### src/rtl/hex_step_counter_if.sv
// ---------------------------------------------------------------------------
// hex_step_counter_if
//
// Pin bundle for hex_step_counter, following the TinyTapeout 8-in/8-out
// layout. Clock and reset (io_in[1:0] on the pad ring) are carried as plain
// scalar ports on the block, so this bundle only holds the remaining inputs.
//
//   io_in[2]    step button (asynchronous, bouncy)
//   io_in[3]    direction, 0 = up, 1 = down
//   io_in[4]    run enable, 1 = auto-run
//   io_in[7:5]  prescale select
//   io_out[3:0] count, bit-reversed (io_out[0] = MSB) for the hex decoder
//   io_out[4]   wrap pulse
//   io_out[5]   running flag
//   io_out[6]   step-accepted pulse
//   io_out[7]   heartbeat, toggles on every auto-run tick
//
// master: the side driving the pins (board / bench)
// slave : the counter itself
// ---------------------------------------------------------------------------
interface hex_step_counter_if;
   logic [7:2] io_in;
   logic [7:0] io_out;

   modport master (
      output io_in,
      input  io_out
   );

   modport slave (
      input  io_in,
      output io_out
   );
endinterface

### src/rtl/hex_step_counter.sv
// ---------------------------------------------------------------------------
// hex_step_counter
//
// Nibble source for the 7-segment hex decoder stage. A 4-bit count is moved
// by one either on a debounced rising edge of the step button or on a
// prescaled auto-run tick, in the direction chosen by the direction pin.
// The count is presented bit-reversed so io_out[3:0] wires straight into the
// decoder's io_in[3:0].
//
// Ports:
//   clk  - rising-edge clock for all state
//   rst  - asynchronous, active-high reset; clears all state
//   bus  - hex_step_counter_if.slave, pin-level inputs io_in[7:2] and the
//          registered outputs io_out[7:0]
//
// Parameters:
//   SYNC_STAGES     - synchronizer depth on each asynchronous input (>= 1)
//   DEBOUNCE_CYCLES - consecutive synchronized samples needed to accept a
//                     button level change (>= 1)
//   TICK_SHIFT_MIN  - log2 of the fastest auto-run tick period in clocks
// ---------------------------------------------------------------------------
module hex_step_counter #(
   parameter int SYNC_STAGES     = 2,
   parameter int DEBOUNCE_CYCLES = 4,
   parameter int TICK_SHIFT_MIN  = 4
) (
   input  logic                clk,
   input  logic                rst,
   hex_step_counter_if.slave   bus
);

   // Prescaler is wide enough for the slowest select value (sel = 7 adds 14).
   localparam int PW = TICK_SHIFT_MIN + 14;

   // Debounce counter only has to reach DEBOUNCE_CYCLES-1; keep at least one
   // bit so the DEBOUNCE_CYCLES = 1 case still elaborates.
   localparam int DC_W = (DEBOUNCE_CYCLES > 1) ? $clog2(DEBOUNCE_CYCLES) : 1;
   localparam logic [DC_W-1:0] DC_LAST = DC_W'(DEBOUNCE_CYCLES - 1);

   typedef enum logic {
      STOPPED = 1'b0,
      RUNNING = 1'b1
   } run_state_e;

   // ------------------------------------------------------------------------
   // Input synchronizers
   // ------------------------------------------------------------------------
   logic [7:2]  sync_q [SYNC_STAGES];
   logic        step_s;
   logic        dir_s;
   logic        run_s;
   logic [2:0]  sel_s;

   // ------------------------------------------------------------------------
   // Debounce, FSM, prescaler and count state
   // ------------------------------------------------------------------------
   logic            db_q;
   logic [DC_W-1:0] dc_q;
   logic            step_event;

   run_state_e      state_q;
   run_state_e      state_d;
   logic            enter_run;

   logic [PW-1:0]   prescaler_q;
   logic [PW-1:0]   tick_mask;
   logic            tick;

   logic [3:0]      count_q;
   logic            wrap_q;
   logic            step_ack_q;
   logic            heartbeat_q;
   logic            advance;
   logic            at_wrap_edge;

   // Every asynchronous pin runs through the same chain of SYNC_STAGES flops;
   // only the last stage is ever looked at by the rest of the design.
   always_ff @(posedge clk or posedge rst) begin
      if (rst) begin
         for (int i = 0; i < SYNC_STAGES; i++) begin
            sync_q[i] <= '0;
         end
      end else begin
         sync_q[0] <= bus.io_in;
         for (int i = 1; i < SYNC_STAGES; i++) begin
            sync_q[i] <= sync_q[i-1];
         end
      end
   end

   assign step_s = sync_q[SYNC_STAGES-1][2];
   assign dir_s  = sync_q[SYNC_STAGES-1][3];
   assign run_s  = sync_q[SYNC_STAGES-1][4];
   assign sel_s  = sync_q[SYNC_STAGES-1][7:5];

   // Debounce: the accepted level db only follows the synchronized button
   // once it has differed from db for DEBOUNCE_CYCLES consecutive samples.
   // Any agreeing sample throws the partial count away, so short glitches
   // never get through.
   always_ff @(posedge clk or posedge rst) begin
      if (rst) begin
         db_q <= 1'b0;
         dc_q <= '0;
      end else if (step_s == db_q) begin
         dc_q <= '0;
      end else if (dc_q == DC_LAST) begin
         db_q <= step_s;
         dc_q <= '0;
      end else begin
         dc_q <= dc_q + DC_W'(1);
      end
   end

   // The step event is the cycle in which db is about to rise. Decoding it
   // from the pre-edge state lets the count move on the same edge that db
   // rises, rather than one clock later.
   assign step_event = step_s & ~db_q & (dc_q == DC_LAST);

   // Run-state register.
   always_ff @(posedge clk or posedge rst) begin
      if (rst) begin
         state_q <= STOPPED;
      end else begin
         state_q <= state_d;
      end
   end

   // Run-state transitions. enter_run marks the STOPPED->RUNNING edge so the
   // prescaler can restart its phase from zero on entry.
   always_comb begin
      state_d   = state_q;
      enter_run = 1'b0;
      unique case (state_q)
         STOPPED: begin
            if (run_s) begin
               state_d   = RUNNING;
               enter_run = 1'b1;
            end
         end
         RUNNING: begin
            if (!run_s) begin
               state_d = STOPPED;
            end
         end
         default: begin
            state_d = STOPPED;
         end
      endcase
   end

   // Free-running prescaler while RUNNING, frozen while STOPPED. It is only
   // cleared on entry, so a select change mid-run simply starts comparing a
   // different number of low bits of the current value.
   always_ff @(posedge clk or posedge rst) begin
      if (rst) begin
         prescaler_q <= '0;
      end else if (enter_run) begin
         prescaler_q <= '0;
      end else if (state_q == RUNNING) begin
         prescaler_q <= prescaler_q + PW'(1);
      end
   end

   // A tick fires when the low TICK_SHIFT_MIN+2*sel bits are all ones, i.e.
   // on the last count of each period, so the count moves exactly one period
   // after the entry edge.
   always_comb begin
      tick_mask = ~({PW{1'b1}} << (TICK_SHIFT_MIN + 2 * int'(sel_s)));
      tick      = (state_q == RUNNING) && ((prescaler_q & tick_mask) == tick_mask);
   end

   // A coincident step and tick still move the count by one; the wrap flag
   // is decided from the value being left so it lands on the wrapping edge.
   always_comb begin
      advance      = step_event | tick;
      at_wrap_edge = dir_s ? (count_q == 4'h0) : (count_q == 4'hF);
   end

   // Count and the registered status pulses.
   always_ff @(posedge clk or posedge rst) begin
      if (rst) begin
         count_q     <= 4'h0;
         wrap_q      <= 1'b0;
         step_ack_q  <= 1'b0;
         heartbeat_q <= 1'b0;
      end else begin
         if (advance) begin
            count_q <= dir_s ? (count_q - 4'd1) : (count_q + 4'd1);
         end
         wrap_q     <= advance & at_wrap_edge;
         step_ack_q <= step_event;
         if (tick) begin
            heartbeat_q <= ~heartbeat_q;
         end
      end
   end

   // Output pins. The count is reversed so io_out[0] carries the MSB, the
   // bit order the decoder stage expects on its inputs.
   assign bus.io_out = {heartbeat_q,
                        step_ack_q,
                        (state_q == RUNNING),
                        wrap_q,
                        count_q[0], count_q[1], count_q[2], count_q[3]};

endmodule

### src/flat_wrapper.sv
// flat-port wrapper written by rule: the top's interface ports become plain ports
module hex_step_counter_flat 
#(
   parameter int SYNC_STAGES     = 2,
   parameter int DEBOUNCE_CYCLES = 4,
   parameter int TICK_SHIFT_MIN  = 4
)
  (clk, rst, bus_io_in, bus_io_out);
  hex_step_counter_if bus_i ();
  input  logic clk;
  input  logic rst;
  input wire logic [$bits(bus_i.io_in)-1:0] bus_io_in;
  output wire logic [$bits(bus_i.io_out)-1:0] bus_io_out;
  assign bus_i.io_in = bus_io_in;
  assign bus_io_out = bus_i.io_out;
  hex_step_counter #(.SYNC_STAGES(SYNC_STAGES), .DEBOUNCE_CYCLES(DEBOUNCE_CYCLES), .TICK_SHIFT_MIN(TICK_SHIFT_MIN)) u_core (.clk(clk), .rst(rst), .bus(bus_i));
endmodule
### config.mk
export PLATFORM = sky130hd
export DESIGN_NAME = hex_step_counter_flat
export DESIGN_NICKNAME = d
export VERILOG_FILES = /design/src/rtl/hex_step_counter_if.sv /design/src/rtl/hex_step_counter.sv /design/src/flat_wrapper.sv
export SDC_FILE = /design/constraint.sdc
export NUM_CORES = 1
export LEC_CHECK = 0
export ABC_AREA = 1
export CORE_MARGIN = 2
export CORE_UTILIZATION = 52
export DETAILED_ROUTE_END_ITERATION = 8
export PLACE_DENSITY = 0.75
export SYNTH_ARGS = -nofsm -noshare
export SYNTH_HDL_FRONTEND = slang
export SYNTH_SLANG_ARGS = --single-unit
### constraint.sdc
create_clock -name clk -period 1.6 [get_ports clk]
set_input_delay 0.32 -clock clk [delete_from_list [all_inputs] [get_ports clk]]
set_output_delay 0.32 -clock clk [all_outputs]
set_load 0.05 [all_outputs]
## After elaboration in Yosys (flattened, before gate mapping)

Cells that the tools add are included.

| storage, ports and cells | value |
|---|---|
| logic and storage cells | 41 |
| flip-flop bits (word level) | 41 |
| bits of input ports | 8 |
| output and inout bits | 8 |

| operators by class | value |
|---|---|
| reductions and logical operators | 4 |
| equality and inequality tests | 4 |
| muxes and demuxes | 8 |
| bitwise gates (word level) | 9 |
| $add $sub $neg | 5 |
| shift operators | 1 |

Operators with widths:

| operator | count |
|---|---|
| 2-to-1 mux 18 bit | 2 |
| << shifter 18 x 32 -> 18 bit (first input constant) | 1 |
| adder 18 x 1 -> 18 bit (second input constant) | 1 |
| AND 18 bit | 1 |
| == test 18 bit | 1 |
| inverter 18 bit | 1 |
| adder 3 x 4 -> 5 bit (first input constant) | 1 |
| adder 4 x 1 -> 4 bit (second input constant) | 1 |
| == test 4 bit (second input constant) | 1 |
| zero test 4 bit | 1 |
| 2-to-1 mux 2 bit | 2 |
| 2-to-1 mux 4 bit | 1 |
| subtractor 4 x 1 -> 4 bit (second input constant) | 1 |
| AND 1 bit | 3 |
| 2-to-1 mux 1 bit | 3 |
| inverter 1 bit | 3 |
| adder 2 x 1 -> 2 bit (second input constant) | 1 |
| == test 2 bit (second input constant) | 1 |
| AND reduction 2 bit | 1 |
| nonzero test 2 bit | 1 |
| == test 1 bit | 1 |
| logical AND 1 bit | 1 |
| OR 1 bit | 1 |

## Logic depth before layout (Yosys ltp)

Gate-level depths: netlist (run 1).

| depth | value |
|---|---|
| word-level depth | 8 |
| depth in mapped cells | 11 |
| gate-level depth less buffers | 11 |

## Least setup slack after synthesis (run 1)

Ideal clock, no wire load.

| timing | value |
|---|---|
| path kind | register -> register |
| start point | register u_core.count_q[1] |
| end point | register u_core.count_q[2] |
| stages on the path, launching flop included | 6 |
| period minus slack after synthesis | 1.580 ns |
| data arrival time | 1.462 ns |
| required time | 1.481 ns |
| setup slack | 0.020 ns |
| path buffers | 0 |
| library setup time | 0.119 ns |
| path through | dfrtp_1 inv_1 fa_1 xnor2_1 nand2_1 nand2_1 |

| on the way | value |
|---|---|
| word-level cells in the longest chain between the ends | 2 |
| elaborated cells on any way between the ends | 3 |
| those cells by class | 2 x add/sub; 1 x mux |

RTL lines:

| what | RTL line | RTL |
|---|---|---|
| from (decl) | hex_step_counter.sv:69 | `logic [3:0] count_q;` |
| from (signal assigned) | hex_step_counter.sv:188 | `count_q <= dir_s ? (count_q - 4'd1) : (count_q + 4'd1);` |
| adder 4 x 1 -> 4 bit or subtractor 4 x 1 -> 4 bit (tied branches) | hex_step_counter.sv:188 |  |
| 2-to-1 mux 4 bit * | hex_step_counter.sv:188 |  |

Mark *: on every way between the ends. The rest lies on a longest branch, timed or not.
A chain may end at the register's enable or synchronous reset.

## Worst setup path after layout (run 1)

| timing | value |
|---|---|
| start point | register u_core.sync_q, in the netlist u_core.sel_s[2] |
| end point | register u_core.count_q[2] |

| on the way | value |
|---|---|
| word-level cells in the longest chain between the ends | 7 |

RTL lines:

| what | RTL line | RTL |
|---|---|---|
| from (decl) | hex_step_counter.sv:48 | `logic [7:2] sync_q [SYNC_STAGES];` |
| from (signal, indexed assignment) | hex_step_counter.sv:86 | `sync_q[i] <= sync_q[i-1];` |
| adder 3 x 4 -> 5 bit * | hex_step_counter.sv:168 | `tick_mask = ~({PW{1'b1}} << (TICK_SHIFT_MIN + 2 * int'(sel_s)));` |
| << shifter 18 x 32 -> 18 bit * | hex_step_counter.sv:168 |  |
| inverter 18 bit * | hex_step_counter.sv:168 |  |
| AND 18 bit | hex_step_counter.sv:169 | `tick = (state_q == RUNNING) && ((prescaler_q & tick_mask) == tick_mask);` |
| == test 18 bit * | hex_step_counter.sv:169 |  |
| logical AND 1 bit * | hex_step_counter.sv:169 |  |
| OR 1 bit * | hex_step_counter.sv:175 | `advance = step_event \| tick;` |

Marked as above.

==> results of run 1 <==
cell type report:
class	count	share of cell area, %
multi-input cells	153	35.7
repair buffers	25	11.6
clock inverters	2	0.554
inverters	33	4.99
well taps	48	2.42
flip-flops and latches	41	41.4
clock buffers	6	3.33
metrics by stage:
step	total power [W]	setup slack (ns)
after floorplan	0.00183	0.0196
after global placement	0.00222	0.0200
after detailed placement	0.00225	-0.0433
after CTS	0.00298	0.00621
after global routing	0.00312	-0.0883
final	0.00295	0.0162
power groups by stage:
stage / Clock (W) / Combinational, W / Sequential [W]
after floorplan: 0 / 0.000383 / 0.00145
after global placement: 0 / 0.000927 / 0.00129
after detailed placement: 0 / 0.000954 / 0.00130
after CTS: 0.000731 / 0.000975 / 0.00128
after global routing: 0.000768 / 0.00106 / 0.00130
final: 0.000704 / 0.000971 / 0.00128
logic make-up after synthesis:
logic type	count (synthesis)
simple gates	114
flops	41
buf+inv	38
compound gates	26
fa+ha+maj	10
xor+xnor	3
worst max-delay path: cells and delay by family (launching register included):
kind                       cells  cell delay (ns)
adders and majority gates      1             0.20
buffers and inverters          1             0.10
DFF                            1             0.43
and+or+nand+nor                8             0.78
sequential cells by signal (all words and copies together) (netlist names):
name / cells
u_core.dir_s: 1
u_core.db_q: 1
u_core.sel_s: 3
u_core.count_q: 4
u_core.prescaler_q: 18
u_core.run_s: 1
u_core.step_ack_q: 1
u_core.heartbeat_q: 1
u_core.state_q: 1
u_core.dc_q: 2
u_core.sync_q: 6
u_core.wrap_q: 1
u_core.step_s: 1
placed cells by master, fill, tap and decap left out, drive strengths merged, types with 7 or more instances in the layout:
| master | instances |
|---|---|
| nand3 | 18 |
| o21ai | 15 |
| nor2 | 24 |
| buf | 18 |
| clkdlybuf4s50 | 7 |
| inv | 33 |
| dfrtp | 41 |
| nand2 | 57 |
| a21oi | 10 |
| ha | 9 |
routing by layer:
layer	global-route usage (%)	wire (µm)
met1	23.6	1680
met2	30.4	1810
met3	5.28	99
met4	8.42	79
met5	0	0
timing repair:
item	4_1_cts	5_1_grt
resized for setup	8	8
pin swaps	8	4
setup endpoints to repair	6	8
setup buffers	3	1
cells in the mapped netlist (all sizes together):
cell type and n:
ha 9, or2 1, inv 33, xnor2 3, nor3 3, a22o 1
nand3 18, and2 1, nand3b 3, nand2 57, a21oi 10, o21ai 15
dfrtp 41, fa 1, nor2 24, buf 5, nor4 1, nand4 6
path summary, 6_finish.rpt:
check	to	slack, ns	cells after the start
min reg2reg	u_core.run_s	0.35	0
max	u_core.count_q[2]	0.02	10
max reg2reg	u_core.count_q[2]	0.02	10
min	u_core.run_s	0.35	0
max in group asynchronous	u_core.prescaler_q[1]	1.01	3
min in group asynchronous	u_core.sync_q[6]	0.38	3
==> flow_summary_export.csv, run 1 <==
group,metric,value,unit
status,outcome,"completed",
die,start_util,54.9,%
clocking,cts-buffers-inserted,5,
yosys,synth_top_area_cell,"dfrtp_1",
clocking,htreeDepth,2,
yosys,synthXorXnorAreaFrac,1.30,%
critical_path,crit_chain,"inv_2, ha_4, nand3b_1, nand2_1, nand2_1, nor2_2, nand2_4, nand2_4, nand2_2, nand2_1",
critical_path,crit_start,"u_core.sel_s[2]",
yosys,synth_compound_area_share,6.80,%
grt,grt_pass1_wl,6.16,mm
pwr,cellLeakagePower,1.21,nW
sta,clock_skew,0.00600,ns
grt,grt_pass1_vias,1440,
drt,viasPerCell,4.95,
critical_path,crit_type,"reg -> reg",
finish,multi_input_area,886,µm²
finish,drive_gt1_share,19.6,%
placed_design,dpl_cell_area,2310,µm²
yosys,seq_area_frac_synth,50.7,%
finish,nets,277,
sta,slew_headroom,79.4,%
pwr,seq_power_share,43.3,%
die,io_pins,16,
drt,avgRoutedWirePerCell,11.9,µm
finish,antenna_cells,0,
sta,min_period,1.58,ns
critical_path,slowest_delay,0.43,ns
critical_path,critPathRequiredTime,1.84,ns
finish,area_delta_synth_final,22.7,%
clocking,cts_sinks,41,
critical_path,endpoint_kind,"flop",
drt,drtIter0Drc,106,
sta,setup_viol,0,
placed_design,place.gp.congestion,0.859,
yosys,ys_types,27,
clocking,cts_tree,"built",
clocking,clk_latency,0.30,ns
drt,antenna_left,0,
yosys,synthTopCellsByArea,"dfrtp_1 51%, nand2_1 9.6%, inv_1 5.9%",
grt,grt_use_total,18.9,%
pwr,peakVddDrop,700,µV
pwr,swShare,33.9,%
placed_design,dp_cells,297,
clocking,hold_buffers,0,
sta,final.period_utilization,99.0,%
yosys,synth_seq_cells,41,
placed_design,dp_hpwl,2.59,mm
sta,max_slew.worst_pin.slew,0.309,ns
yosys,avgSynthCellArea,8.72,µm²
yosys,muxShareOfSynthArea,0,%
clocking,clock_path_buffers,2,
finish,final_area,2480,µm²
critical_path,start_kind,"flop",
pwr,power_density,1190,nW/µm²
sta,holdWs,0.350,ns
pwr,power_frac_comb,32.8,%
die,dieArea,4410,µm²
finish,final-instance-count-excl-fill,308,
die,die_h,66.4,µm
hold_path,min_from,"u_core.sync_q[8]",
grt,antenna_found_initial,0,
finish,fillers,308,
clocking,clockRootBuffer,"clkbuf_8",
drt,drc,0,
drt,drt_wl_total,3.67,mm
drt,vias,1524,
yosys,synth_cells,232,
yosys,synth_area,2020,µm²
critical_path,critPathSlowestCell,"dfrtp_1",
sta,fmax,0.631,GHz
clocking,clk_pin_slew,0.08,ns
yosys,yosysTopAreaCellShare,50.7,%
placed_design,portBuffers,15,
sta,grt_setup_unrepaired,"yes",
yosys,synth_fa_ha_area_share,6.56,%
yosys,synth_top_family_by_area,"simple AND/OR/NAND/NOR gates",
hold_path,hold_path.class,"reg -> reg",
die,core_area,3690,µm²
finish,final_core_util,67.3,%
job,cap_violations,0,
sta,slew_violations,0,
yosys,yosys_warnings,0,
pwr,p_sw,0.00100,W
drt,drt-pass1-iter-count,4,
sta,hold_violations,0,
die,die_x,66.4,µm
critical_path,crit_top_cell,"nand2_1",
yosys,yosys.area_share.simple,26.8,%
finish,seq_area,1030,µm²
pwr,clkPwrFrac,23.8,%
critical_path,worstReg2RegStart,"u_core.sel_s[2]",
grt,grt_max_degree,42,
sta,tns,0,ns
grt,grt_overflow,0,
critical_path,path_max_fanout,7,
pwr,p_int,0.00195,W
yosys,syn_nets,250,
die,rows,22,
critical_path,crit_arrival,1.82,ns
Note: power is estimated with default switching activity, not from simulation.
==> run 2, diff against run 1 <==
--- a/config.mk
+++ b/config.mk
@@ -7,9 +7,9 @@
 export LEC_CHECK = 0
 export ABC_AREA = 1
 export CORE_MARGIN = 2
-export CORE_UTILIZATION = 52
+export CORE_UTILIZATION = 57
 export DETAILED_ROUTE_END_ITERATION = 8
-export PLACE_DENSITY = 0.75
+export PLACE_DENSITY = 0.78
 export SYNTH_ARGS = -nofsm -noshare
 export SYNTH_HDL_FRONTEND = slang
 export SYNTH_SLANG_ARGS = --single-unit
==> constraint.sdc (replaced) <==
create_clock -name clk -period 1.68 [get_ports clk]
set_input_delay 0.336 -clock clk [delete_from_list [all_inputs] [get_ports clk]]
set_output_delay 0.336 -clock clk [all_outputs]
set_load 0.05 [all_outputs]
==> flow_summary_export.csv, run 2 (synthesized netlist as in run 1, its figures left out) <==
group,metric,value,unit
drt,antenna_left,0,
critical_path,crit_chain,"inv_2, buf_6, ha_4, nor2_4, nor2_1, nor2_1, nand2_1, nor2_4, nand2_4, nand2_4, nand2_1, nand2_1",
die,die_x,63.6,µm
placed_design,portBuffers,15,
die,core_area,3360,µm²
pwr,peakVddDrop,702,µV
grt,grt_overflow,0,
finish,final_core_util,72.3,%
status,outcome,"completed",
clocking,hold_buffers,0,
placed_design,detailedPlace.worstSlack,-0.0152,ns
grt,antenna_found_initial,0,
sta,final.period_utilization,94.8,%
critical_path,worst-path-buf-inv,2,
clocking,clk_pin_slew,0.13,ns
critical_path,slowest_delay,0.42,ns
sta,slew_violations,0,
pwr,power_density,1090,nW/µm²
finish,nets,274,
critical_path,crit_top_cell,"nand2_1",
drt,vias,1557,
die,rows,21,
clocking,cts-buffers-inserted,5,
pwr,power_frac_comb,30.9,%
sta,setup_viol,0,
sta,setup_slack,0.0875,ns
grt,grt_pass1_vias,1604,
critical_path,endpoint_kind,"flop",
grt,grt_use_total,21.5,%
sta,max_slew.worst_pin.slew,0.329,ns
pwr,p_int,0.00172,W
hold_path,hold_path.class,"in -> async",
critical_path,critPathSlowestCell,"dfrtp_1",
die,start_util,60.2,%
drt,drt-pass1-iter-count,4,
placed_design,place.gp.congestion,0.837,
finish,mostFrequentLayoutCells,"49 x nand2_1, 40 x dfrtp_1, 31 x inv_1, 18 x nand3_1, 16 x nor2_1",
sta,clock_skew,0.0129,ns
grt,grt_max_degree,42,
finish,largest_register_ffs,18,
finish,antenna_cells,0,
sta,grt_setup_unrepaired,"yes",
sta,fmax,0.628,GHz
clocking,clk_latency,0.35,ns
clocking,clockRootBuffer,"clkbuf_4",
finish,top_register,"u_core.prescaler_q",
critical_path,start_kind,"flop",
finish,fillers,276,
clocking,htreeDepth,2,
drt,drc,0,
finish,seq_area,1030,µm²
pwr,cellLeakagePower,1.19,nW
pwr,clkPwrFrac,21.8,%
sta,slew_headroom,78.0,%
pwr,seq_power_share,47.3,%
die,io_pins,16,
pwr,p_sw,0.000925,W
sta,min_period,1.59,ns
finish,drive_gt1_share,18.7,%
clocking,clock_path_buffers,2,
finish,area_delta_synth_final,20.2,%
drt,viasPerCell,5.14,
pwr,swShare,35.0,%
finish,biggestRegsByFlops,"u_core.prescaler_q: 18 flops, u_core.sync_q: 6 flops, u_core.count_q: 4 flops",
critical_path,crit_arrival,1.90,ns
pwr,finalPower,0.00264,W
critical_path,crit_family,"simple AND/OR/NAND/NOR gates",
job,cap_violations,0,
die,die_h,63.6,µm
drt,drt_wl_total,3.73,mm
critical_path,crit_type,"reg -> reg",
sta,hold_violations,0,
clocking,cts_tree,"built",
grt,grt_pass1_wl,6.78,mm
critical_path,path_max_fanout,7,
critical_path,critPathRequiredTime,1.98,ns
finish,multi_input_area,901,µm²
placed_design,dp_hpwl,2.61,mm
drt,drtIter0Drc,92,
finish,final_common_cell,"nand2_1",
die,dieArea,4040,µm²
drt,avgRoutedWirePerCell,12.3,µm
clocking,cts_sinks,41,
## run 2: changes by cell type in the layout (fill, tap and decap cells not counted), moves of 2 or more
cell      previous run  this run
clkbuf_4             0         5
clkbuf_8             6         2
nand2_1             51        49
nand2_2              4         6
nor2_2               4         2
nor2_4               4         6
## run 2: power groups by stage
stage	combinational [W]	sequential [W]	clock, W
floorplan	0.000365	0.00138	0
global placement	0.000767	0.00126	0
detailed placement	0.000791	0.00127	0
CTS	0.000794	0.00125	0.000589
global route	0.000906	0.00127	0.000640
finish	0.000815	0.00125	0.000576
## run 2: worst paths after layout
| check | start | depth (start not counted) | slack (ns) | end |
|---|---|---|---|---|
| max in group asynchronous | rst | 3 | 1.15 | u_core.prescaler_q[0] |
| min reg2reg | u_core.sync_q[11] | 0 | 0.36 | u_core.sel_s[2] |
| max reg2reg | u_core.sel_s[1] | 12 | 0.09 | u_core.count_q[2] |
| min in group clk | u_core.sync_q[11] | 0 | 0.36 | u_core.sel_s[2] |
| max | u_core.sel_s[1] | 12 | 0.09 | u_core.count_q[2] |
| min | rst | 3 | 0.32 | u_core.dc_q[0] |
## run 2: metrics by stage
stage	std cells	hold WS, ns	area, µm²	setup TNS, ns
floorplan	232	0.331	2020	0
global placement	291	0.331	2260	0
detailed placement	291	0.335	2260	-0.0254
CTS	300	0.332	2340	0
global route	303	0.325	2430	-0.123
finish	303	0.324	2430	0
## run 2: metal layers
layer / vias up / wire (µm) / track usage [%]
li1: 788 / - / -
met1: 725 / 1640 / 26.4
met2: 32 / 1810 / 35.0
met3: 12 / 137 / 6.61
met4: 0 / 134 / 9.24
met5: - / 0 / 0
## run 2: worst min-delay path, cell delays in order
cell             delay, ns
clkdlybuf4s50_1       0.40
inv_1                 0.09
buf_12                0.23
## run 2: area by class of cell
cell class,instances,share of cell area [%]
sequential,41,42.2
tap,46,2.37
timing repair buffer,22,10.2
multi-input combinational,153,37.0
clock inverter,1,0.360
inverter,33,5.09
clock buffer,7,2.67
## run 2: what timing repair did
action / CTS / global route
gates resized for setup: 1 / 16
setup endpoints to repair: 5 / 7
pin swaps: 1 / 7
setup buffers: 1 / 3
